$ cat src/rtl/imm_encoder.sv
// ============================================================================
// Module  : imm_encoder
// Brief   : Splits a 32-bit constant or branch offset into 16-bit imm + EOp
//           beats the immediate extender rebuilds; optional IMM_ENC_SELFCHECK_EN
// Revision: 1.0
// ============================================================================
`default_nettype none

module imm_encoder #(
  parameter bit PREFER_ZEXT = 1'b0
) (
  input  logic        clk,
  input  logic        reset_n,
  input  logic        in_valid,
  output logic        in_ready,
  input  logic [31:0] in_val,
  input  logic        in_br,
  output logic        out_valid,
  input  logic        out_ready,
  output logic [15:0] out_imm,
  output logic [1:0]  out_eop,
  output logic        out_last,
  output logic        out_err
`ifdef IMM_ENC_SELFCHECK_EN
  ,
  output logic        chk_err
`endif
);

  localparam logic [1:0] c_st_idle  = 2'd0;
  localparam logic [1:0] c_st_beat1 = 2'd1;
  localparam logic [1:0] c_st_beat2 = 2'd2;

  localparam logic [1:0] c_eop_sext = 2'b00;
  localparam logic [1:0] c_eop_zext = 2'b01;
  localparam logic [1:0] c_eop_lui  = 2'b10;
  localparam logic [1:0] c_eop_br   = 2'b11;

  logic [1:0]  r_state, w_state_nxt;
  logic        r_rdy_en;
  logic [15:0] r_imm, r_lo;
  logic [1:0]  r_eop;
  logic        r_last, r_err;

  logic        w_accept, w_hs;
  logic        w_sext_ok, w_br_ok;
  logic [15:0] w_c_imm;
  logic [1:0]  w_c_eop;
  logic        w_c_two, w_c_err;

  assign w_hs     = out_valid & out_ready;
  assign in_ready = r_rdy_en & ((r_state == c_st_idle) | (w_hs & out_last));
  assign w_accept = in_valid & in_ready;

  assign w_sext_ok = (&in_val[31:15]) | ~(|in_val[31:15]);
  assign w_br_ok   = (in_val[1:0] == 2'b00) & ((&in_val[31:17]) | ~(|in_val[31:17]));

  // Request classification; first matching encoding wins.
  always_comb begin
    w_c_imm = in_val[15:0];
    w_c_eop = c_eop_sext;
    w_c_two = 1'b0;
    w_c_err = 1'b0;
    if (in_br) begin
      w_c_eop = c_eop_br;
      if (w_br_ok) begin
        w_c_imm = in_val[17:2];
      end else begin
        w_c_imm = 16'h0000;
        w_c_err = 1'b1;
      end
    end else if (w_sext_ok && ((in_val > 32'h0000_7FFF) || !PREFER_ZEXT)) begin
      w_c_eop = c_eop_sext;
    end else if (in_val[31:16] == 16'h0000) begin
      w_c_eop = c_eop_zext;
    end else if (in_val[15:0] == 16'h0000) begin
      w_c_imm = in_val[31:16];
      w_c_eop = c_eop_lui;
    end else begin
      w_c_imm = in_val[31:16];
      w_c_eop = c_eop_lui;
      w_c_two = 1'b1;
    end
  end

  always_ff @(posedge clk or negedge reset_n) begin
    if (!reset_n) begin
      r_state  <= c_st_idle;
      r_rdy_en <= 1'b0;
    end else begin
      r_state  <= w_state_nxt;
      r_rdy_en <= 1'b1;
    end
  end

  always_comb begin
    w_state_nxt = r_state;
    case (r_state)
      c_st_idle:  if (w_accept) w_state_nxt = c_st_beat1;
      c_st_beat1: if (out_ready) begin
                    if (!r_last)       w_state_nxt = c_st_beat2;
                    else if (w_accept) w_state_nxt = c_st_beat1;
                    else               w_state_nxt = c_st_idle;
                  end
      c_st_beat2: if (out_ready) w_state_nxt = w_accept ? c_st_beat1 : c_st_idle;
      default:    w_state_nxt = c_st_idle;
    endcase
  end

  // Beat contents only change on accept, so outputs hold under back-pressure.
  always_ff @(posedge clk or negedge reset_n) begin
    if (!reset_n) begin
      r_imm  <= 16'h0000;
      r_lo   <= 16'h0000;
      r_eop  <= 2'b00;
      r_last <= 1'b0;
      r_err  <= 1'b0;
    end else if (w_accept) begin
      r_imm  <= w_c_imm;
      r_lo   <= in_val[15:0];
      r_eop  <= w_c_eop;
      r_last <= ~w_c_two;
      r_err  <= w_c_err;
    end
  end

  always_comb begin
    out_valid = 1'b0;
    out_imm   = 16'h0000;
    out_eop   = 2'b00;
    out_last  = 1'b0;
    out_err   = 1'b0;
    case (r_state)
      c_st_beat1: begin
        out_valid = 1'b1;
        out_imm   = r_imm;
        out_eop   = r_eop;
        out_last  = r_last;
        out_err   = r_err;
      end
      c_st_beat2: begin
        out_valid = 1'b1;
        out_imm   = r_lo;
        out_eop   = c_eop_zext;
        out_last  = 1'b1;
      end
      default: ;
    endcase
  end

`ifdef IMM_ENC_SELFCHECK_EN
  function automatic logic [31:0] f_extend(input logic [15:0] imm, input logic [1:0] eop);
    case (eop)
      c_eop_sext: f_extend = {{16{imm[15]}}, imm};
      c_eop_zext: f_extend = {16'h0000, imm};
      c_eop_lui:  f_extend = {imm, 16'h0000};
      default:    f_extend = {{14{imm[15]}}, imm, 2'b00};
    endcase
  endfunction

  logic [31:0] r_val, r_acc, w_rebuilt;

  // lui result of the first beat is OR'd with the ori result of the second.
  assign w_rebuilt = ((r_state == c_st_beat2) ? r_acc : 32'h0000_0000) | f_extend(out_imm, out_eop);

  always_ff @(posedge clk or negedge reset_n) begin
    if (!reset_n) begin
      r_val   <= 32'h0000_0000;
      r_acc   <= 32'h0000_0000;
      chk_err <= 1'b0;
    end else begin
      chk_err <= 1'b0;
      if (w_accept) r_val <= in_val;
      if (w_hs) begin
        if (!out_last) r_acc   <= f_extend(out_imm, out_eop);
        else           chk_err <= !out_err && (w_rebuilt != r_val);
      end
    end
  end
`endif

endmodule

`default_nettype wire

$ cat config.mk
export PLATFORM = sky130hd
export DESIGN_NAME = imm_encoder
export DESIGN_NICKNAME = d
export VERILOG_FILES = /design/src/rtl/imm_encoder.sv
export SDC_FILE = /design/constraint.sdc
export NUM_CORES = 1
export LEC_CHECK = 0
export CORE_UTILIZATION = 46
export DETAILED_ROUTE_END_ITERATION = 10
export PLACE_DENSITY = 0.77
export SLEW_MARGIN = 0
export SYNTH_ARGS = -nofsm -noshare
export SYNTH_HDL_FRONTEND = slang
export SYNTH_SLANG_ARGS = --single-unit
export TNS_END_PERCENT = 1
$ cat constraint.sdc
create_clock -name clk -period 2.1 [get_ports clk]
set_clock_uncertainty 0.05 [all_clocks]
set_input_delay 0.315 -clock clk [delete_from_list [all_inputs] [get_ports clk]]
set_output_delay 0.315 -clock clk [all_outputs]
set_load 0.01 [all_outputs]
==> flow_metrics.env <==
export IMPL_outcome="finished with violations"
export IMPL_violations="setup timing"
export IMPL_fin_crit_ps=2140
export IMPL_drive_gt1_frac=0.245
export IMPL_p_leak_nw=1.47
export IMPL_hp_class="in -> async"
export IMPL_p_int_w=0.00206
export IMPL_worst_path_stages=6
export IMPL_antenna_found_initial=0
export IMPL_power_density_mw_per_mm2=1040
export IMPL_cts_buffer_depth=2
export IMPL_setup_ws_ps=-35.5
export IMPL_gp_congestion=0.969
export IMPL_drtAntennaViolNets=0
export IMPL_seqCellArea_um2=976
export IMPL_critical_path_cell_chain="inv_2 -> ha_4 -> and2_1 -> buf_6 -> a22o_1 -> clkdlybuf4s15_2"
export IMPL_pwr_share_clk=0.152
export IMPL_die_area_mm2=0.00494
export IMPL_syn_inst=229
export IMPL_initial_utilization=0.486
export IMPL_layout_commonest_cell="nand2_1"
export IMPL_finalHoldViolCount=0
export IMPL_drc=0
export IMPL_drtPass1Iterations=4
export IMPL_die_w_um=70.3
export IMPL_synthFlopType="dfrtp_1"
export IMPL_switching_share=0.372
export IMPL_die_h_um=70.3
export IMPL_postPlaceCellArea_mm2=0.00303
export IMPL_portBuffers=58
export IMPL_ir_drop_mv=0.560
export IMPL_first_iter_violations=147
export IMPL_rows=24
export IMPL_ys_seq_elements=39
export IMPL_wl_per_cell_um=16.8
export IMPL_seqPwrFrac=0.381
export IMPL_grt_max_degree=40
export IMPL_max_cap_violations=0
export IMPL_root_buffer="clkbuf_8"
export IMPL_wl_um=6270
export IMPL_rr_worst_depth=9
export IMPL_numCtsBuffers=5
export IMPL_crit_path_start_kind="register"
export IMPL_tritoncts="yes"
export IMPL_clkLatencyLatePin_ps=300
export IMPL_synth_warning_count=0
export IMPL_rsz0062_at_grt="yes"
export IMPL_fillers=343
export IMPL_fmax_mhz=468
export IMPL_area_growth_pct=46.6
export IMPL_clk_pin_slew_ps=80
export IMPL_grt_pass1_vias=2150
export IMPL_core_area_mm2=0.00441
export IMPL_most_common_layout_cells="54 x nand2_1, 39 x dfrtp_1, 33 x buf_4"
export IMPL_async_reset_ff_frac=1.00
export IMPL_final_nets=362
export IMPL_vias_per_cell=5.75
export IMPL_dpl_worst_slack_ps=-431
export IMPL_syn_area_per_cell_um2=9.37
export IMPL_period_share=1.02
export IMPL_synth_edf_count=0
export IMPL_hold_buffers=0
export IMPL_htree_num_levels=2
export IMPL_crit_buf_inv=3
export IMPL_postLayoutCellArea_mm2=0.00315
export IMPL_yosysSeqAreaShare=0.455
export IMPL_setup_viol=12
export IMPL_hpwl_um=4640
export IMPL_yosysUniqueCellTypes=39
export IMPL_end_kind="primary output"
export IMPL_cts_sinks=39
export IMPL_vias=2151
export IMPL_n_antenna_cell=0
export IMPL_dp_cells=365
export IMPL_synth_nets=270
export IMPL_drv_slew=0
export IMPL_grt_overflow_total=0
export IMPL_cp_arrival_ps=1770
export IMPL_final_cell_count_no_fill=374
export IMPL_critical_path_top_delay_family="buffers and inverters"
export IMPL_crit_fanout=9
export IMPL_syn_area_mm2=0.00215
export IMPL_power_frac_comb=0.467
export IMPL_worstSetupPathType="reg -> out"
export IMPL_grt_pass1_wl_um=10300
export IMPL_grtUsageTotal=0.268
export IMPL_p_switching_w=0.00122
export IMPL_slowest_stage="dfrtp_1"
export IMPL_num_io_pins=59
export IMPL_slowest_delay_ps=420
export IMPL_worst_ep_required_time_ps=1740
export IMPL_multi_input_area_mm2=0.00115
[worst paths after layout]
check | to | start | slack (ps)
hold / removal | r_state[0] | reset_n | 10
hold reg to reg | r_lo[2] | r_lo[2] | 430
setup / recovery | out_imm[3] | r_state[1] | -40
setup reg to reg | r_imm[15] | r_state[1] | 10
min in group clk | r_imm[14] | in_val[30] | 390
max in group asynchronous | r_imm[5] | reset_n | 1640
[synthesized netlist by cell type (2+ instances only)]
cell      number  area [µm²]
nor2_1         6        22.5
mux2i_1       13         130
nand4_1        5        31.3
nor4_1         6        37.5
a22oi_1       15         113
a21o_1         2        15.0
o21ai_1        9        45.0
ha_1           4        50.1
and2_1         4        25.0
nand3_1        4        20.0
nor3_1         2        10.0
a21oi_1        6        30.0
inv_1          3        11.3
o21ai_0        9        45.0
a22o_1        16         140
nand2_1       54         203
dfrtp_1       39         976
clkbuf_1      10        37.5
or2_2          2        12.5
[layout make-up]
cell class / instances / area share
clock buffers: 7 / 0.0243
inverters: 3 / 0.00358
repair buffers: 98 / 0.275
multi-input cells: 174 / 0.364
well taps: 52 / 0.0207
clock inverters: 1 / 0.00159
flip-flops and latches: 39 / 0.310
[registers in the layout (all words and copies together) (netlist names)]
signal / cells
r_lo: 16
r_err: 1
r_rdy_en: 1
r_imm: 16
r_last: 1
r_state: 2
r_eop: 2
[cells by family (layout without fill, tap and decap cells)]
group           count (synthesis)  count (layout)  share of synthesized area
fa+ha+maj                       4               4                     0.0233
other cells                     1               1                    0.00175
flops                          39              39                      0.455
simple gates                   88              88                      0.187
buf+inv                        16             109                     0.0338
mux                            13              13                     0.0606
compound gates                 68              68                      0.239
[power by group through the flow]
stage          sequential (W)  clock (W)  combinational, W
4_1_cts               0.00125   0.000497           0.00148
3_5_place_dp          0.00125          0           0.00151
5_1_grt               0.00128   0.000526           0.00169
2_1_floorplan         0.00120          0          0.000820
3_3_place_gp          0.00125          0           0.00147
6_report              0.00125   0.000500           0.00153
[routing by layer]
metal | part of all wire | global-route usage
met1 | 0.45 | 0.359
met2 | 0.47 | 0.432
met3 | 0.061 | 0.0563
met4 | 0.018 | 0.0867
met5 | 0 | 0
[stage by stage]
stage | total power [W] | hold WS (ps) | TNS, ps | util
floorplan | 0.00202 | -30.6 | 0 | -
global placement | 0.00271 | 350 | -6340 | 0.687
detailed placement | 0.00276 | 352 | -7450 | 0.687
CTS | 0.00323 | 33.2 | -1190 | 0.700
global route | 0.00350 | 69.5 | -2590 | 0.713
finish | 0.00328 | 11.1 | -205 | 0.713
[worst reg2reg max path, delay by kind of cell, from the launching register on]
family	cells	cell delay (ps)
fa+ha+maj	1	280
compound gates	4	790
simple gates	1	100
buf+inv	3	410
flops	1	400
[repair_timing]
action | CTS | global route
pin swaps | 1 | 7
buffers inserted | 0 | 1
endpoints found under the setup margin | 38 | 36
gates cloned | 0 | 0
gates resized for setup | 69 | 27
Power figures use the tool's default switching activity.
